--- src/rtl/int_request_gen_if.sv ---
// CPU register/address bus seen by int_request_gen: chip select, direction,
// register select, data in/out and the full address used for vector-fetch detection.
interface int_request_gen_if;
  logic        CS;
  logic        RW;
  logic [1:0]  A;
  logic [7:0]  DI;
  logic [7:0]  DO;
  logic [15:0] ADDR;

  modport master (output CS, RW, A, DI, ADDR, input DO);
  modport slave  (input CS, RW, A, DI, ADDR, output DO);
endinterface

--- src/rtl/int_request_gen.sv ---
// Interrupt request generator: edge-sampled maskable sources with IRQ level output,
// pulsed NMI with a 1-deep queue. Optional macro INT_REQUEST_GEN_AUTOACK_EN adds vector-fetch auto-clear.
module int_request_gen_lane (
  input  logic clk,
  input  logic rst_n,
  input  logic src,
  input  logic clr,
  output logic pend
);
  logic s_q, p_q, pend_q;
  logic s_d, p_d, pend_d;

  // set wins over a coincident write-1-clear
  always_comb begin
    s_d    = src;
    p_d    = s_q;
    pend_d = (pend_q & ~clr) | (s_q & ~p_q);
  end

  always_ff @(posedge clk or negedge rst_n) begin
    if (!rst_n) begin
      s_q    <= 1'b0;
      p_q    <= 1'b0;
      pend_q <= 1'b0;
    end else begin
      s_q    <= s_d;
      p_q    <= p_d;
      pend_q <= pend_d;
    end
  end

  assign pend = pend_q;
endmodule

module int_request_gen #(
  parameter int NSRC  = 8,
  parameter int NMI_W = 4
) (
  input  logic               PHI0,
  input  logic               _RES,
  input  logic [NSRC-1:0]    SRC,
  input  logic               NMI_SRC,
  int_request_gen_if.slave   bus,
  output logic               _IRQ,
  output logic               _NMI,
  output logic               VEC_ACK
);
  typedef enum logic [1:0] {S_IDLE, S_PULSE, S_GAP} nmi_st_e;

  logic            wr_en;
  logic [NSRC-1:0] pend, clr;
  logic [7:0]      pend8, masked, active, rdata;
  logic            any_act;
  logic [2:0]      act_idx;

  logic [7:0] mask_q, mask_d;
  logic [1:0] ctrl_q, ctrl_d;
  logic       irq_n_q, irq_n_d;
  logic       vack_q, vack_d;
  logic       nmi_s_q, nmi_s_d, nmi_p_q, nmi_p_d;
  nmi_st_e    st_q, st_d;
  logic [3:0] cnt_q, cnt_d;
  logic       qf_q, qf_d;
  logic       nmie, nmi_req;

  assign wr_en = bus.CS & ~bus.RW;
  assign nmie  = ctrl_q[1];

  int_request_gen_lane u_lane [NSRC-1:0] (
    .clk   (PHI0),
    .rst_n (_RES),
    .src   (SRC),
    .clr   (clr),
    .pend  (pend)
  );

  always_comb begin
    pend8 = 8'h00;
    pend8[NSRC-1:0] = pend;
    masked = pend8 & mask_q;
  end

  // lowest-index active source wins: scan from the top down
  always_comb begin
    act_idx = 3'd0;
    any_act = 1'b0;
    for (int i = 7; i >= 0; i--) begin
      if (masked[i]) begin
        act_idx = 3'(i);
        any_act = 1'b1;
      end
    end
    active = {any_act, 4'b0000, act_idx};
  end

  always_comb begin
    clr = (wr_en && bus.A == 2'd0) ? bus.DI[NSRC-1:0] : '0;
`ifdef INT_REQUEST_GEN_AUTOACK_EN
    if (bus.RW && bus.ADDR == 16'hFFFE && any_act)
      clr = clr | (NSRC'(1) << act_idx);
`endif
  end

  always_comb begin
    mask_d  = (wr_en && bus.A == 2'd1) ? bus.DI : mask_q;
    ctrl_d  = (wr_en && bus.A == 2'd2) ? bus.DI[1:0] : ctrl_q;
    irq_n_d = ~(ctrl_q[0] & (|masked));
    vack_d  = bus.RW && (bus.ADDR == 16'hFFFA);
    nmi_s_d = NMI_SRC;
    nmi_p_d = nmi_s_q;
  end

  always_comb begin
    case (bus.A)
      2'd0:    rdata = pend8;
      2'd1:    rdata = mask_q;
      2'd2:    rdata = {6'b0, ctrl_q};
      default: rdata = active;
    endcase
    bus.DO = (bus.CS && bus.RW) ? rdata : 8'h00;
  end

  // NMI sequencer: a request during PULSE/GAP is held in qf and replayed on GAP exit
  always_comb begin
    st_d    = st_q;
    cnt_d   = cnt_q;
    qf_d    = qf_q;
    nmi_req = nmi_s_q & ~nmi_p_q & nmie;
    case (st_q)
      S_IDLE: begin
        if (nmi_req) begin
          st_d  = S_PULSE;
          cnt_d = 4'd0;
        end
      end
      S_PULSE: begin
        if (nmi_req) qf_d = 1'b1;
        if (cnt_q == 4'(NMI_W - 1)) begin
          st_d  = S_GAP;
          cnt_d = 4'd0;
        end else begin
          cnt_d = cnt_q + 4'd1;
        end
      end
      S_GAP: begin
        if (nmi_req) qf_d = 1'b1;
        if (cnt_q == 4'd1) begin
          cnt_d = 4'd0;
          if ((qf_q && nmie) || nmi_req) begin
            st_d = S_PULSE;
            qf_d = 1'b0;
          end else begin
            st_d = S_IDLE;
          end
        end else begin
          cnt_d = cnt_q + 4'd1;
        end
      end
      default: begin
        st_d  = S_IDLE;
        cnt_d = 4'd0;
      end
    endcase
    if (!nmie) qf_d = 1'b0;
  end

  always_ff @(posedge PHI0 or negedge _RES) begin
    if (!_RES) begin
      mask_q  <= 8'h00;
      ctrl_q  <= 2'b00;
      irq_n_q <= 1'b1;
      vack_q  <= 1'b0;
      nmi_s_q <= 1'b0;
      nmi_p_q <= 1'b0;
      st_q    <= S_IDLE;
      cnt_q   <= 4'd0;
      qf_q    <= 1'b0;
    end else begin
      mask_q  <= mask_d;
      ctrl_q  <= ctrl_d;
      irq_n_q <= irq_n_d;
      vack_q  <= vack_d;
      nmi_s_q <= nmi_s_d;
      nmi_p_q <= nmi_p_d;
      st_q    <= st_d;
      cnt_q   <= cnt_d;
      qf_q    <= qf_d;
    end
  end

  // _NMI decodes straight from the state flop so reset releases it immediately
  assign _IRQ    = irq_n_q;
  assign _NMI    = (st_q != S_PULSE);
  assign VEC_ACK = vack_q;
endmodule

--- src/flat_wrapper.sv ---
// flat-port wrapper written by rule: the top's interface ports become plain ports
module int_request_gen_flat 
#(
  parameter int NSRC  = 8,
  parameter int NMI_W = 4
)
  (PHI0, _RES, SRC, NMI_SRC, _IRQ, _NMI, VEC_ACK, bus_CS, bus_RW, bus_A, bus_DI, bus_ADDR, bus_DO);
  int_request_gen_if bus_i ();
  input  logic PHI0;
  input  logic _RES;
  input  logic [NSRC-1:0] SRC;
  input  logic NMI_SRC;
  output logic _IRQ;
  output logic _NMI;
  output logic VEC_ACK;
  input wire logic [$bits(bus_i.CS)-1:0] bus_CS;
  input wire logic [$bits(bus_i.RW)-1:0] bus_RW;
  input wire logic [$bits(bus_i.A)-1:0] bus_A;
  input wire logic [$bits(bus_i.DI)-1:0] bus_DI;
  input wire logic [$bits(bus_i.ADDR)-1:0] bus_ADDR;
  output wire logic [$bits(bus_i.DO)-1:0] bus_DO;
  assign bus_i.CS = bus_CS;
  assign bus_i.RW = bus_RW;
  assign bus_i.A = bus_A;
  assign bus_i.DI = bus_DI;
  assign bus_i.ADDR = bus_ADDR;
  assign bus_DO = bus_i.DO;
  int_request_gen #(.NSRC(NSRC), .NMI_W(NMI_W)) u_core (.PHI0(PHI0), ._RES(_RES), .SRC(SRC), .NMI_SRC(NMI_SRC), .bus(bus_i), ._IRQ(_IRQ), ._NMI(_NMI), .VEC_ACK(VEC_ACK));
endmodule
--- config.mk ---
export PLATFORM = sky130hd
export DESIGN_NAME = int_request_gen_flat
export DESIGN_NICKNAME = d
export VERILOG_FILES = /design/src/rtl/int_request_gen_if.sv /design/src/rtl/int_request_gen.sv /design/src/flat_wrapper.sv
export SDC_FILE = /design/constraint.sdc
export NUM_CORES = 1
export LEC_CHECK = 0
export BUFFER_PORTS_ARGS = -buffer_cell sky130_fd_sc_hd__buf_2
export CORE_MARGIN = 2
export CORE_UTILIZATION = 40
export CTS_CLUSTER_SIZE = 30
export DETAILED_ROUTE_END_ITERATION = 7
export PLACE_DENSITY_LB_ADDON = 0.1
export SLEW_MARGIN = 10
export SYNTH_ARGS = -nofsm -noshare
export SYNTH_HDL_FRONTEND = slang
export SYNTH_SLANG_ARGS = --single-unit
export TNS_END_PERCENT = 5
--- constraint.sdc ---
create_clock -name PHI0 -period 1.7 [get_ports PHI0]
set_input_delay 0.17 -clock PHI0 [delete_from_list [all_inputs] [get_ports PHI0]]
set_output_delay 0.17 -clock PHI0 [all_outputs]
set_load 0.005 [all_outputs]
# == Word level (Yosys, flattened, before mapping) ==
# Cells that the tools add are included.
# classes
addsub,1
eq_ne,12
n_mux,33
n_bitwise,48
reduce_logical,11
# ops
op,count
$mux W3,8
$pmux W8 S3,1
$and A1 B1 Y1,20
$not A1 Y1,19
$eq A16 B16 Y1 const B,1
$mux W8,2
$mux W1,13
$mux W4,3
$pmux W4 S3,1
$and A8 B8 Y8,1
$ne A2 B1 Y1 const B,4
$or A1 B1 Y1,8
$reduce_or A8 Y1,1
$logic_and A1 B1 Y1,6
$mux W2,3
$pmux W2 S3,1
$add A4 B1 Y4 const B,1
$eq A2 B1 Y1 const B,2
$eq A2 B2 Y1 const B,2
$eq A4 B1 Y1 const B,1
$eq A4 B2 Y1 const B,1
$logic_not A2 Y1,2
$ne A3 B3 Y1 const B,1
$reduce_and A3 Y1,1
other kinds (2),2
# totals
register_bits,45
in_bits,39
output_inout_bits,11
elab_cells,138

# == Logic depth before layout (Yosys ltp) ==
# Gate-level depths: netlist (run 1).
# depth
word_depth,11
depth_mapped,6
depth_no_buf,6

# == By module ==
# A second synthesis (run 1) with hierarchy kept.
# hier_totals
hier_cells,189
area_unflattened_um2,2188.3
# by_module_without_submodules
module,instances,cells_each,area_each_um2,seq_area_each_um2
int_request_gen,1,141,1427.6,526.8
int_request_gen_lane,8,6,95.1,75.1

# == Least setup slack after synthesis (run 1) ==
# Ideal clock, no wire load.
# synth_timing
path_kind,flip-flop to flip-flop
from,reg u_core.cnt_q[1]
to,reg u_core.st_q[0]
setup_time_ps,125
arrival_ps,1452
t_required_ps,1575
path_slack_ps,123
path_stages_with_launch,7
n_path_buf,0
period_less_slack_ps,1577
path_cell_list,dfrtp_1 > inv_1 > ha_1 > or3b_4 > nand2_2 > nand3_2 > mux2_4
# synth_between
elab_chain_len,3
word_cells_on_any_way,5
cone_classes,eq/ne (4); reduce/logical (1)
# synth_rtl
element,line,text
from (decl),int_request_gen.sv:62,"logic [3:0] cnt_q, cnt_d;"
from (signal assigned),int_request_gen.sv:186,cnt_q <= cnt_d;
$eq A4 B1 Y1 or $eq A4 B2 Y1 (tied branches),"int_request_gen.sv:147, int_request_gen.sv:138",
$ne A2 B1 Y1 (no line),n/a,
$reduce_and A3 Y1 (no line) *,n/a,
to (signal assigned),int_request_gen.sv:185,st_q <= st_d;
to (decl),int_request_gen.sv:61,"nmi_st_e st_q, st_d;"
# Every way passes the cells marked *; elsewhere a longest branch is shown, timed or not.
# A chain may end at the register's enable or synchronous reset.

# == Worst setup path after layout (run 1) ==
# layout_timing
from,reg u_core.mask_q[7]
to,out bus_DO[2]
# layout_between
elab_chain_len,11
# layout_rtl
element,line,text
from (decl),int_request_gen.sv:56,"logic [7:0] mask_q, mask_d;"
from (signal assigned),int_request_gen.sv:179,mask_q <= mask_d;
$and A8 B8 Y8,int_request_gen.sv:80,masked = pend8 & mask_q;
$mux W3 (8 in series),int_request_gen.sv:88,if (masked[i]) begin
$pmux W8 S3,int_request_gen.sv:114,case (bus.A)
$mux W8,int_request_gen.sv:120,bus.DO = (bus.CS && bus.RW) ? rdata : 8'h00;
to (decl),flat_wrapper.sv:21,output wire logic [$bits(bus_i.DO)-1:0] bus_DO;
# Every way passes these cells.

==> impl_results.md, run 1 <==
* GR Overflow Total at 0
* CP max stage delay at 410 ps
* Final routed DRC violation total at 0
* Final Routed Wirelength at ~4200 µm
* Die Span X at 76.1 µm
* Fin util at between 50% and 60%
* Hold path endpoint: u_core.VEC_ACK$_DFF_PN0_
* CP max stage cell: dfrtp_1
* # clock sinks at between 40 and 50
* Placed Area at roughly 2500 µm²
* Core area at 5070 µm²
* Filler Cells Inserted at ~470
* Fin nets at around 310
* Worst hold path type: input port to flip-flop
* Reg2reg path depth at 6
* Reg-to-Reg End: u_core.st_q[0]$_DFFE_PN0P_
* Synth Flop Type: dfrtp_1
* DR WL/cell at 12.9 µm
* Vias at around 1600
* CTS clk-pin slew, worst paths at roughly 80 ps
* RSZ-0062 raised after global routing: yes
* Syn Inst Count at approximately 180
* Skew-Pair Late Insertion Delay at ~290 ps
* Clk buf depth at 2
* Yosys reg bits at between 40 and 50
* Critical Path Fanout Max at 4
* Final Cycle Share at approximately 100%
* Syn. warnings at 0
* P&R area growth vs syn at 31.4%
* CP required at approximately 1500 ps
* Via density at slightly below 5
* Peak VDD IR at 0.571 mV
* Hold Fails Final Rpt at 0
* Max Freq at 593 MHz
* Largest area contributor in the netlist: dfrtp_1
* Diodes inserted at 0
* I/O pins at 50
* Synth top area share at 52.9%
* Syn nets at 230
* Hold path depth at 3
* Register area share after synthesis at 54.1%
* GRT Total Usage at between 10% and 20%
* CP Capture Type: output port
* Final min period at ~1700 ps
* DR pass1 iterations at 4
* Initial antenna violation count at 0
* Largest net degree at the start of global routing at 25
* GPL Wtd Cong at around 0.75
* Post-route ant nets at 0
* Maxcap violations at 0
* DRT iter0 DRCs at 65
* First-pass GRT wire length at approximately 7400 µm
* CTS tree: built
* Worst EP arrival at ~1500 ps
* CP Class: flip-flop to output port
* Rel. slew slack at 63.8%
* CP Depth at 5
* Final-report max-slew violation count at 0
* Final instance area at between 2000 and 3000 µm²
* RR Startpoint: u_core.cnt_q[1]$_DFFE_PN0P_
* Die H at ~76 µm
* CTS Buf Count at 5
* Post-DP HPWL at around 3000 µm
* Ys async rst share at 100%
* Setup ws final at around 15 ps
* IO buf count at between 40 and 50
* Syn Std Cell Area at around 2100 µm²
* FF-to-FF setup slack at 50 ps
* Setup TNS at 0 ps
* Layout cell share with drive strength beyond 1 at roughly 36%
* Delay-heaviest family, CP: compound AO/OA/AOI/OAI gates
* Worst-margin pin slew at around 540 ps
* CP Buf/Inv Count at 1
* PwrDens at 1060 nW/µm²
* Number of distinct library cells after synthesis at 45
* # setup viols final at 0
* Number of cell rows at 26
* Die area at just under 6000 µm²
* Ranking of synthesized cells by area: dfrtp_1 53%, mux2_2 4.9%, ha_1 4.2%
* Lkg Pwr at approximately 1.3 nW
* Initial core utilization at between 40% and 50%
* Post-synth EDFFs at 0
* CTS root buf: clkbuf_8
* H-tree depth at 2
* Vias in the first global route at between 1500 and 2000
* Post-Syn Area per Cell at between 10 and 15 µm²
* Status: completed
* Startpoint types: flip-flop
* Pre-CTS WS at between 50 and 60 ps
* Clock Skews at ~6.4 ps
* Worst-path cell chain: a22oi_2 -> nor2b_2 -> o32a_1 -> nor2_1 -> buf_2
* Hold_sp: bus_ADDR[12]
[sequential cells by signal, summed over array words and instances (netlist names)]
| signal | flops |
|---|---|
| u_core.u_lane.pend | 8 |
| u_core.qf_q | 1 |
| u_core.mask_q | 8 |
| u_core.VEC_ACK | 1 |
| u_core.u_lane.p_d | 8 |
| u_core.u_lane.p_q | 8 |
| u_core.nmi_p_q | 1 |
| u_core.cnt_q | 4 |
| u_core.ctrl_q | 2 |
| u_core.st_q | 2 |
| u_core.nmi_p_d | 1 |
| u_core._IRQ | 1 |
[layout by cell type, fill, tap and decap left out, types with 3 or more instances in the layout]
cell	instances
buf_4	11
nand4_1	3
mux2i_1	6
nor3_1	4
nand3_1	6
clkbuf_8	6
nor2_1	3
dlygate4sd3_1	10
nand2_1	22
a211oi_1	3
ha_1	6
o21ai_0	6
mux2_2	9
buf_2	49
dfrtp_1	44
a21oi_1	3
nor2b_1	4
a22o_1	9
inv_1	15
[worst min-delay path, cell delays in order]
cell and delay, ps:
buf_2 90, nand3_1 50, nor4_1 40
[cell type report]
cell class                 count  area, µm²  share of cell area, %
clock inverter                 1       7.51                  0.274
inverter                      15       56.3                   2.06
multi-input combinational    121        922                   33.7
tap                           70       87.6                   3.20
sequential                    45       1130                   41.2
timing repair buffer          71        448                   16.4
clock buffer                   7       86.3                   3.16
[how the worst max path moves through the flow]
stage / start / endpoint / slack [ps]
floorplan: u_core.cnt_q[1]$_DFFE_PN0P_ / u_core.st_q[0]$_DFFE_PN0P_ / 120
global placement: u_core.cnt_q[1]$_DFFE_PN0P_ / u_core.cnt_q[0]$_DFFE_PN0P_ / 70
detailed placement: u_core.cnt_q[1]$_DFFE_PN0P_ / u_core.cnt_q[0]$_DFFE_PN0P_ / 50
CTS: u_core.u_lane[3].pend$_DFF_PN0_ / bus_DO[2] / -20
global route: u_core.mask_q[3]$_DFFE_PN0P_ / bus_DO[2] / -80
finish: u_core.mask_q[7]$_DFFE_PN0P_ / bus_DO[2] / 20
[where the power goes]
group | leakage [nW] | internal (mW) | switching (mW)
clock network | 0.0445 | 0.330 | 0.346
registers | 0.523 | 1.21 | 0.107
logic | 0.729 | 0.466 | 0.441
[timing repair]
item	in CTS	in global routing
setup endpoints to repair	2	7
endpoints found under the hold margin	29	0
pin swaps	0	6
cloned	0	0
resized for setup	3	6
hold buffers	10	0
setup buffers	3	3
[Yosys cell counts, types with 2 or more instances]
cell	count
o21ai_0	7
a22o_1	9
buf_2	3
mux2_2	9
a22oi_1	2
dfrtp_1	44
nor3_1	5
inv_1	15
a31oi_1	2
nor2b_1	5
a211oi_1	3
nand3_1	6
nand4_1	3
nor2_1	3
mux2i_1	6
nor3b_1	2
nand2b_1	2
a21oi_1	4
nand2_1	22
ha_1	7
[metrics by stage]
step	power (mW)	instances	hold WS, ps
2_1_floorplan	1.87	184	-126
6_report	2.90	330	102
4_1_cts	2.88	327	90.9
3_5_place_dp	2.14	306	186
3_3_place_gp	2.14	306	179
5_1_grt	3.11	330	108
[cell families (layout without fill, tap and decap cells)]
family | Yosys count | count (layout) | synth area share (%)
AO/OA/AOI/OAI | 39 | 39 | 13.7
adder cells (fa/ha/maj) | 7 | 7 | 4.21
buffers and inverters | 18 | 94 | 3.43
flip-flops | 45 | 45 | 54.1
multiplexers | 16 | 16 | 8.47
AND/OR/NAND/NOR | 59 | 59 | 16.0
[routing by layer]
layer | GRT usage (%) | share of wire, %
met2 | 23.9 | 44
met5 | 0 | 0
met3 | 3.44 | 6.3
met1 | 22.2 | 48
met4 | 6.55 | 1.5
Note: power is estimated with default switching activity, not from simulation.
==> run 2: changes to the inputs <==
clock period = 1.4 ns   (was 1.7 ns; I/O delays follow)
==> run 2 against run 1 <==
Largest cell class unchanged. Highest routed layer unchanged. Via count increased by 2.3%. The flow now finishes with violations (setup timing). Sequential cell count unchanged. Sequential power increased by 19%.
==> impl_results.md, run 2 (same netlist as run 1, synthesis figures left out) <==
* Hold Fails Final Rpt at 0 (unchanged)
* Non-filler cells, final at 348 (+5.5%)
* Die H at 76.1 µm (unchanged)
* H-tree depth at 2 (unchanged)
* CP Capture Type: output port
* Die area at 5800 µm² (unchanged)
* Skew-Pair Late Insertion Delay at 300 ps (about the same)
* Clock Skews at 8.46 ps (+2.01 ps)
* Layout cell share with drive strength beyond 1 at 40.6% (+4.5 points)
* DRT iter0 DRCs at 41 (-37%)
* # setup viols final at 10 (+10)
* IO buf count at 49 (unchanged)
* Final routed DRC violation total at 0 (unchanged)
* Worst EP arrival at 1540 ps (+30 ps)
* Fin util at 57.5% (+3.6 points)
* Post-DP HPWL at 3180 µm (+5.0%)
* First-pass GRT wire length at 7560 µm (+1.9%)
* Critical Path Fanout Max at 4 (unchanged)
* CTS clk-pin slew, worst paths at 80 ps (about the same)
* Most frequent cells in the layout: 49 x buf_2, 44 x dfrtp_1, 28 x buf_4
* Diodes inserted at 0 (unchanged)
* Final Cycle Share at 120%
* Final-report max-slew violation count at 0 (unchanged)
* RSZ-0062 raised after global routing: yes
* CP Class: flip-flop to output port
* Vias at 1675 (+2.3%)
* Vias in the first global route at 1677 (+4.9%)
* Status: finished with violations
* Placed cell count at 330 (+7.8%)
* # clock sinks at 45 (unchanged)
* Rel. slew slack at 77.1% (+13 points)
* P&R area growth vs syn at 40.1%
* Core area at 5070 µm² (unchanged)
* CTS Buf Count at 5 (unchanged)
* Largest net degree at the start of global routing at 46 (+84%)
* PwrDens at 1360 nW/µm² (+28%)
* Via density at 4.81 (-3.0%)
* GRT Total Usage at 16.3% (+0.45 points)
* Worst-margin pin slew at 343 ps (-201 ps)
* Initial antenna violation count at 0 (unchanged)
* Peak VDD IR at 0.714 mV (+25%)
* Setup Buffers After CTS at 0 (-3)
* Failing checks: setup timing
* Max Freq at a little under 600 MHz
* DR pass1 iterations at 4 (unchanged)
* Startpoint types: flip-flop
* DR WL/cell at 12.4 µm (-3.3%)
* CP required at 1260 ps (-270 ps)
* Die Span X at 76.1 µm (unchanged)
* Final min period at about 1700 ps
* GR Overflow Total at 0 (unchanged)
* Number of cell rows at 26 (unchanged)
* Fin nets at 323 (+5.9%)
* GPL Wtd Cong at 0.773 (+2.6%)
* CTS root buf: clkbuf_8
* Commonest non-fill, non-tap cell in the layout: buf_2
* Worst hold path type: input port to flip-flop
* Final Routed Wirelength at 4330 µm (+2.0%)
* CTS tree: built
* Maxcap violations at 0 (unchanged)
* Setup ws final at -284 ps (-299 ps)
* Post-route ant nets at 0 (unchanged)
* Lkg Pwr at 1.41 nW (+8.6%)
* Initial core utilization at 41.0% (unchanged)
* Clk buf depth at 2 (unchanged)
* I/O pins at 50 (unchanged)
run 2: stage by stage:
step / total power [mW] / instance area [µm²] / worst slack (ps) / TNS, ps / hold WS (ps)
after global placement: 2.83 / 2650 / -227 / -1050 / 141
after CTS: 3.97 / 2890 / -310 / -2410 / 52.8
after detailed placement: 2.84 / 2650 / -313 / -1460 / 141
after global routing: 4.24 / 2920 / -394 / -3170 / 72.1
after floorplan: 2.27 / 2080 / -154 / -520 / -156
final: 3.95 / 2920 / -284 / -2170 / 67.6
run 2: area by class of cell:
type	count	area [µm²]
fill	469	2160
clock buffer	7	86.3
tap	70	87.6
clock inverter	1	30.0
inverter	15	56.3
timing repair buffer	89	596
sequential	45	1130
multi-input combinational	121	935
run 2: repair_timing:
item | 4_1_cts | 5_1_grt
gates resized for setup | 6 | 6
endpoints found under the setup margin | 11 | 12
cloned | 0 | 0
hold buffers | 10 | 0
pin swaps | 1 | 1
hold endpoints to repair | 53 | 0
run 2: critical path, cell delays in order, from the launching register on:
cell	delay, ps
dfrtp_1	420
a22oi_2	200
nand2_1	80
o32a_1	330
nor2_1	100
buf_2	120
run 2: final timing paths:
check                                               startpoint                              to  slack, ps  cells after the start
min in group asynchronous                                 _RES  u_core.u_lane[3].p_d$_DFF_PN0_        330                      3
worst min register to register  u_core.u_lane[6].p_d$_DFF_PN0_  u_core.u_lane[6].p_q$_DFF_PN0_        380                      0
worst min-delay path                              bus_ADDR[12]        u_core.VEC_ACK$_DFF_PN0_         70                      3
worst max register to register     u_core.cnt_q[1]$_DFFE_PN0P_     u_core.cnt_q[0]$_DFFE_PN0P_       -260                      6
max in group asynchronous                                 _RES           u_core._IRQ$_DFF_PN1_        800                      3
worst max-delay path              u_core.mask_q[3]$_DFFE_PN0P_                       bus_DO[2]       -280                      5
run 2: layer usage:
metal	track usage (%)	wire, µm
met1	21.1	2020
met2	26.9	2080
met3	3.91	171
met4	5.45	61
met5	0	0
run 2: power by group:
part	internal [mW]	total [mW]	switching, mW
Clock	0.582	1.00	0.419
Sequential	1.47	1.57	0.105
Combinational	0.760	1.38	0.620
